$ cat config.mk
export PLATFORM = sky130hd
export DESIGN_NAME = coeff_shadow_bank
export DESIGN_NICKNAME = d
export VERILOG_FILES = /design/src/rtl/coeff_pkg.sv /design/src/rtl/coeff_reg_cell.sv /design/src/rtl/coeff_shadow_bank.sv
export SDC_FILE = /design/constraint.sdc
export NUM_CORES = 1
export LEC_CHECK = 0
export CAP_MARGIN = 20
export CORE_MARGIN = 2
export CORE_UTILIZATION = 58
export DETAILED_ROUTE_END_ITERATION = 8
export DONT_BUFFER_PORTS = 1
export GPL_TIMING_DRIVEN = 0
export MAX_ROUTING_LAYER = met4
export PLACE_DENSITY = 0.75
export SYNTH_ARGS = -nofsm -noshare
export SYNTH_HDL_FRONTEND = slang
export SYNTH_SLANG_ARGS = --single-unit
export TNS_END_PERCENT = 30
$ cat constraint.sdc
create_clock -name clk -period 14.6 [get_ports clk]
set_input_delay 0.73 -clock clk [delete_from_list [all_inputs] [get_ports clk]]
set_output_delay 0.73 -clock clk [all_outputs]
set_load 0.02 [all_outputs]
$ cat src/rtl/coeff_pkg.sv
// Shared types and helpers for the double-buffered coefficient bank.
package coeff_pkg;

  typedef enum logic {
    IDLE  = 1'b0,
    ARMED = 1'b1
  } state_t;

  // Address width, never narrower than one bit so NUM==1 still has a port.
  function automatic int addr_w(input int num);
    return (num > 1) ? $clog2(num) : 1;
  endfunction

endpackage

$ cat src/rtl/coeff_reg_cell.sv
// One coefficient register: async active-high clear and load enable.
module coeff_reg_cell #(
  parameter int BITS = 32
) (
  input  logic            clk,
  input  logic            rst,
  input  logic            en,
  input  logic [BITS-1:0] d,
  output logic [BITS-1:0] q
);

  logic [BITS-1:0] val_d;
  logic [BITS-1:0] val_q;

  always_comb begin
    val_d = en ? d : val_q;
  end

  always_ff @(posedge clk or posedge rst) begin
    if (rst) begin
      val_q <= '0;
    end else begin
      val_q <= val_d;
    end
  end

  assign q = val_q;

endmodule

$ cat src/rtl/coeff_shadow_bank.sv
// Shadow/active coefficient bank: handshake writes land in shadow cells,
// and the whole set is copied into the active cells on a sync-aligned commit.
module coeff_shadow_bank
  import coeff_pkg::*;
#(
  parameter int BITS   = 32,
  parameter int NUM    = 7,
  parameter int ADDR_W = addr_w(NUM)
) (
  input  logic              clk,
  input  logic              reset_n,
  input  logic              wr_valid,
  output logic              wr_ready,
  input  logic [ADDR_W-1:0] wr_addr,
  input  logic [BITS-1:0]   wr_data,
  input  logic              commit_req,
  input  logic              commit_abort,
  input  logic              sync,
  output logic              commit_done,
  output logic              pending,
  output logic [NUM-1:0]    dirty,
  output logic              addr_err,
  input  logic              err_clr,
  input  logic [ADDR_W-1:0] rd_addr,
  input  logic              rd_sel,
  output logic [BITS-1:0]   rd_data,
  output logic [BITS-1:0]   q [NUM]
);

  state_t          state_q;
  state_t          state_d;
  logic            wr_fire;
  logic            commit;
  logic [NUM-1:0]  wr_hit;
  logic [BITS-1:0] shadow_val [NUM];
  logic [BITS-1:0] shadow_nxt [NUM];
  logic [NUM-1:0]  dirty_d;
  logic [NUM-1:0]  dirty_q;
  logic            addr_err_d;
  logic            addr_err_q;
  logic            commit_done_d;
  logic            commit_done_q;
  logic [BITS-1:0] rd_data_d;
  logic [BITS-1:0] rd_data_q;

  assign wr_fire = wr_valid && wr_ready;
  assign commit  = sync && ((state_q == ARMED) || commit_req);

  // The active cells load the shadow value as it stands after this edge's
  // write, so a write landing on the commit edge is part of the copied set.
  genvar gi;
  generate
    for (gi = 0; gi < NUM; gi++) begin : g_cell
      assign wr_hit[gi]     = wr_fire && (wr_addr == ADDR_W'(gi));
      assign shadow_nxt[gi] = wr_hit[gi] ? wr_data : shadow_val[gi];

      coeff_reg_cell #(.BITS(BITS)) u_shadow (
        .clk (clk),
        .rst (reset_n),
        .en  (wr_hit[gi]),
        .d   (wr_data),
        .q   (shadow_val[gi])
      );

      coeff_reg_cell #(.BITS(BITS)) u_active (
        .clk (clk),
        .rst (reset_n),
        .en  (commit),
        .d   (shadow_nxt[gi]),
        .q   (q[gi])
      );
    end
  endgenerate

  always_ff @(posedge clk or posedge reset_n) begin
    if (reset_n) begin
      state_q <= IDLE;
    end else begin
      state_q <= state_d;
    end
  end

  always_comb begin
    state_d = state_q;
    case (state_q)
      IDLE:    if (commit_req && !sync) state_d = ARMED;
      ARMED:   if (sync || commit_abort) state_d = IDLE;
      default: state_d = IDLE;
    endcase
  end

  always_comb begin
    wr_ready = (state_q == IDLE);
    pending  = (state_q == ARMED);
  end

  always_comb begin
    dirty_d = dirty_q | wr_hit;
    if (commit) begin
      dirty_d = '0;
    end

    // An accepted write that decodes to no cell is an address error; the
    // set wins over a same-cycle clear.
    addr_err_d = addr_err_q;
    if (wr_fire && !(|wr_hit)) begin
      addr_err_d = 1'b1;
    end else if (err_clr) begin
      addr_err_d = 1'b0;
    end

    commit_done_d = commit;

    rd_data_d = '0;
    for (int i = 0; i < NUM; i++) begin
      if (rd_addr == ADDR_W'(i)) begin
        rd_data_d = rd_sel ? q[i] : shadow_val[i];
      end
    end
  end

  always_ff @(posedge clk or posedge reset_n) begin
    if (reset_n) begin
      dirty_q       <= '0;
      addr_err_q    <= 1'b0;
      commit_done_q <= 1'b0;
      rd_data_q     <= '0;
    end else begin
      dirty_q       <= dirty_d;
      addr_err_q    <= addr_err_d;
      commit_done_q <= commit_done_d;
      rd_data_q     <= rd_data_d;
    end
  end

  assign dirty       = dirty_q;
  assign addr_err    = addr_err_q;
  assign commit_done = commit_done_q;
  assign rd_data     = rd_data_q;

endmodule

==> metrics.md <==
| Metric | Value |
|---|---|
| Global-route wire length before repair | 97.8 mm |
| Total GRT Usage | 0.354 |
| Final setup violation count | 0 |
| Arrival time of the worst setup path | 3.51 ns |
| Number of gates on the worst path with buffers counted | 6 |
| EDFF count, synth | 0 |
| Core Area | 37500 um2 |
| Power per standard cell area | 187 nW/um2 |
| RSZ-0062 raised after global routing | false |
| Min Hold Slack | 0.0954 ns |
| Largest net degree at the start of global routing | 137 |
| Die span in x | 199 um |
| Std-Cell Rows | 71 |
| Max incr delay on CP | 0.83 ns |
| Number of antenna cells inserted | 0 |
| Root buffer selected by CTS | clkbuf_16 |
| Cell type of the slowest stage on the worst timing path | clkbuf_1 |
| Clock tree from TritonCTS | built |
| Final HPWL DP | 46.0 mm |
| Most numerous cell on the critical path | clkbuf_1 |
| Kind of critical path | reg2reg |
| Via count of the first global-routing pass | 15000 |
| Wire length after detailed routing | 67.3 mm |
| Count of unresolved DRC violations after routing | 0 |
| Most frequent standard cell in the layout excluding fill and tap cells | dfrtp_1 |
| Post-detailed-route wirelength per cell | 30.8 um |
| CTS Hold Bufs | 0 |
| Synthesized instance count | 1580 |
| Path category of the worst min-delay check | in2async |
| Chip height | 199 um |
| Worst-margin pin slew | 1.22 ns |
| Post-Syn Area | 22000 um2 |
| Min cycle time layout | 3.04 ns |
| Cell variety after synth | 34 |
| H-tree levels | 2 |
| Total Die Area | 39500 um2 |
| Startpoint types | register |
| Layout cell share with drive strength beyond 1 | 0.364 |
| R2R setup slack | 11.56 ns |
| R2R depth | 6 |
| Power share of the combinational group | 0.168 |
| Number of port buffers | 0 |
| TritonRoute pass-1 iters | 5 |
| Maximum clock frequency | 329 MHz |
| Number of max-cap violations | 0 |
| Bufs and invs on worst path | 3 |
| Layout Nets | 1685 |
| Switching Power | 1.56 mW |
| DRT antenna net count | 0 |
| Fraction of power consumed by sequential logic | 0.525 |
| Top-level port count | 313 |
| Gate family responsible for the most delay along the worst path | buffers and inverters |
| Top library cells by usage in the layout, fill and taps aside | 490 x dfrtp_1, 451 x mux2_2, 177 x mux2i_1 |
| Maximum vdd ir drop | 121 uV |
| Max-slew violation total from the final report | 0 |
| Starting density of the core | 0.587 |
| Start point of the critical path | pending$_DFF_PP0_ |
| Final Hold Vio Count | 0 |
| Post-CTS repair timing setup buffer count | 0 |
| TritonCTS Buffers | 52 |
| Post-synthesis register bit count | 490 |
| Relative max-transition margin | 0.187 |
| Final cycle utilization of the critical path | 0.208 |
| Antenna violations before repair | 0 |
| Capture point of the worst reg-to-reg path | g_cell[1].u_active.q[14]$_DFFE_PP0P_ |
| CP endpoint | g_cell[1].u_active.q[14]$_DFFE_PP0P_ |
| Async set-reset flop share out of synthesis | 1.00 |
| Placement Setup Slack | 11.11 ns |
| Part of the total power dissipated in the clock network | 0.306 |
| Reg-to-reg startpoint | pending$_DFF_PP0_ |
| Finished Layout Cells | 2188 |
| Synthesized net count | 1626 |
| YS warnings | 0 |
| Clock Latency Late Sink | 0.59 ns |
| Final setup margin | 11.56 ns |
| RD Place Congestion | 0.859 |
| Worst EP required | 15.07 ns |
| Ratio of routed vias to standard cells | 6.46 |
| Clock transition at the registers of the reported paths | 0.06 ns |
| Syn-to-layout area delta | 11.8% |
| Remaining global-route overflow | 0 |
| Resized cells post-CTS | 0 |
| Leakage power total | 10.9 nW |
| Cell internal power dissipation | 3.04 mW |
| Placed Cells incl. Taps | 2096 |
| CP Max Fanout | 10 |
| Clk buf depth | 3 |
| Cells along the critical path | nor2_1 -> nor2b_1 -> clkbuf_1 -> clkbuf_1 -> clkbuf_1 -> mux2_2 |
| Status | complete, no violations |
| Clk_skew | 0.0150 ns |
| Via count of the routed design | 14100 |
| Switch share | 0.338 |
| Sequential-to-total area share from yosys stat | 0.558 |
| Overall power | 4.60 mW |
| Crit end category | register |
| Dominant synthesized flop cell | dfrtp_1 |
| # clock sinks | 490 |
| Avg Inst Size Synth | 13.9 um2 |
| Iter 0 DRT Violations | 914 |
## cell usage after synthesis, types with 15 or more instances
| master | n | area (um2) |
|---|---|---|
| a311oi_1 | 16 | 140 |
| o21ai_0 | 60 | 300 |
| a221oi_1 | 15 | 131 |
| mux2i_1 | 177 | 1770 |
| nor2_1 | 60 | 225 |
| nand2_1 | 20 | 75.1 |
| a211oi_1 | 30 | 225 |
| o221ai_1 | 30 | 263 |
| buf_2 | 32 | 160 |
| mux2_2 | 451 | 5080 |
| a21boi_0 | 18 | 135 |
| dfrtp_1 | 490 | 12300 |
| o22ai_1 | 16 | 100 |
| nor2b_1 | 18 | 113 |
| mux2_4 | 29 | 435 |
| clkbuf_1 | 74 | 278 |
## logic make-up after synthesis
kind of cell,Yosys count,share of synthesized area
buffers and inverters,121,0.0240
flip-flops,490,0.558
AND/OR/NAND/NOR,116,0.0250
AO/OA/AOI/OAI,196,0.0622
multiplexers,657,0.331
## power groups by stage
stage                     clock network (mW)  logic [mW]  registers [mW]
after floorplan                            0       0.617            2.27
after global placement                     0       0.728            2.41
after detailed placement                   0       0.764            2.43
after CTS                               1.42       0.771            2.41
after global routing                    1.48       0.840            2.46
final                                   1.41       0.774            2.41
## stage by stage
step | setup TNS (ns) | utilization | instance area (um2)
floorplan | 0 | - | 22000
global placement | -2091.10 | 0.604 | 22600
detailed placement | 0 | 0.607 | 22800
CTS | 0 | 0.656 | 24600
global route | 0 | 0.656 | 24600
finish | 0 | 0.656 | 24600
## cell type report
cell class,instances,area (um2)
clock inverter,19,295
timing repair buffer,5,125
inverter,8,37.5
multi-input combinational,969,9200
sequential,490,12300
buffer,113,498
clock buffer,73,1520
fill,2835,12900
tap,511,639
## worst min path at each step
| stage | startpoint | end | slack [ns] | cells past startpoint |
|---|---|---|---|---|
| finish | reset_n | g_cell[6].u_shadow.q[26]$_DFF_PP0_ | 0.1 | 1 |
| global route | reset_n | g_cell[1].u_active.q[25]$_DFFE_PP0P_ | 0.15 | 1 |
| CTS | reset_n | g_cell[6].u_shadow.q[26]$_DFF_PP0_ | 0.10 | 1 |
| detailed placement | g_cell[5].u_shadow.q[0]$_DFF_PP0_ | g_cell[5].u_shadow.q[0]$_DFF_PP0_ | 0.50 | 1 |
| global placement | g_cell[5].u_shadow.q[7]$_DFF_PP0_ | g_cell[5].u_shadow.q[7]$_DFF_PP0_ | 0.49 | 1 |
| floorplan | g_cell[5].u_shadow.q[12]$_DFF_PP0_ | g_cell[5].u_shadow.q[12]$_DFF_PP0_ | 0.49 | 1 |
## registers in the layout (all words and copies together), names as in the netlist
name	flops
addr_err	1
g_cell.u_shadow.q	224
pending	1
rd_data	32
commit_done	1
dirty	7
g_cell.u_active.q	224
## metal layers
| metal | track usage | part of all wire | wire length [um] | up-vias |
|---|---|---|---|---|
| li1 | - | - | - | 5940 |
| met2 | 0.559 | 0.47 | 31900 | 596 |
| met3 | 0.112 | 0.097 | 6510 | 139 |
| met5 | - | 0 | 0 | - |
| met4 | 0.119 | 0.034 | 2260 | 0 |
| met1 | 0.434 | 0.40 | 26700 | 7452 |
(Power assumes the default switching activity.)
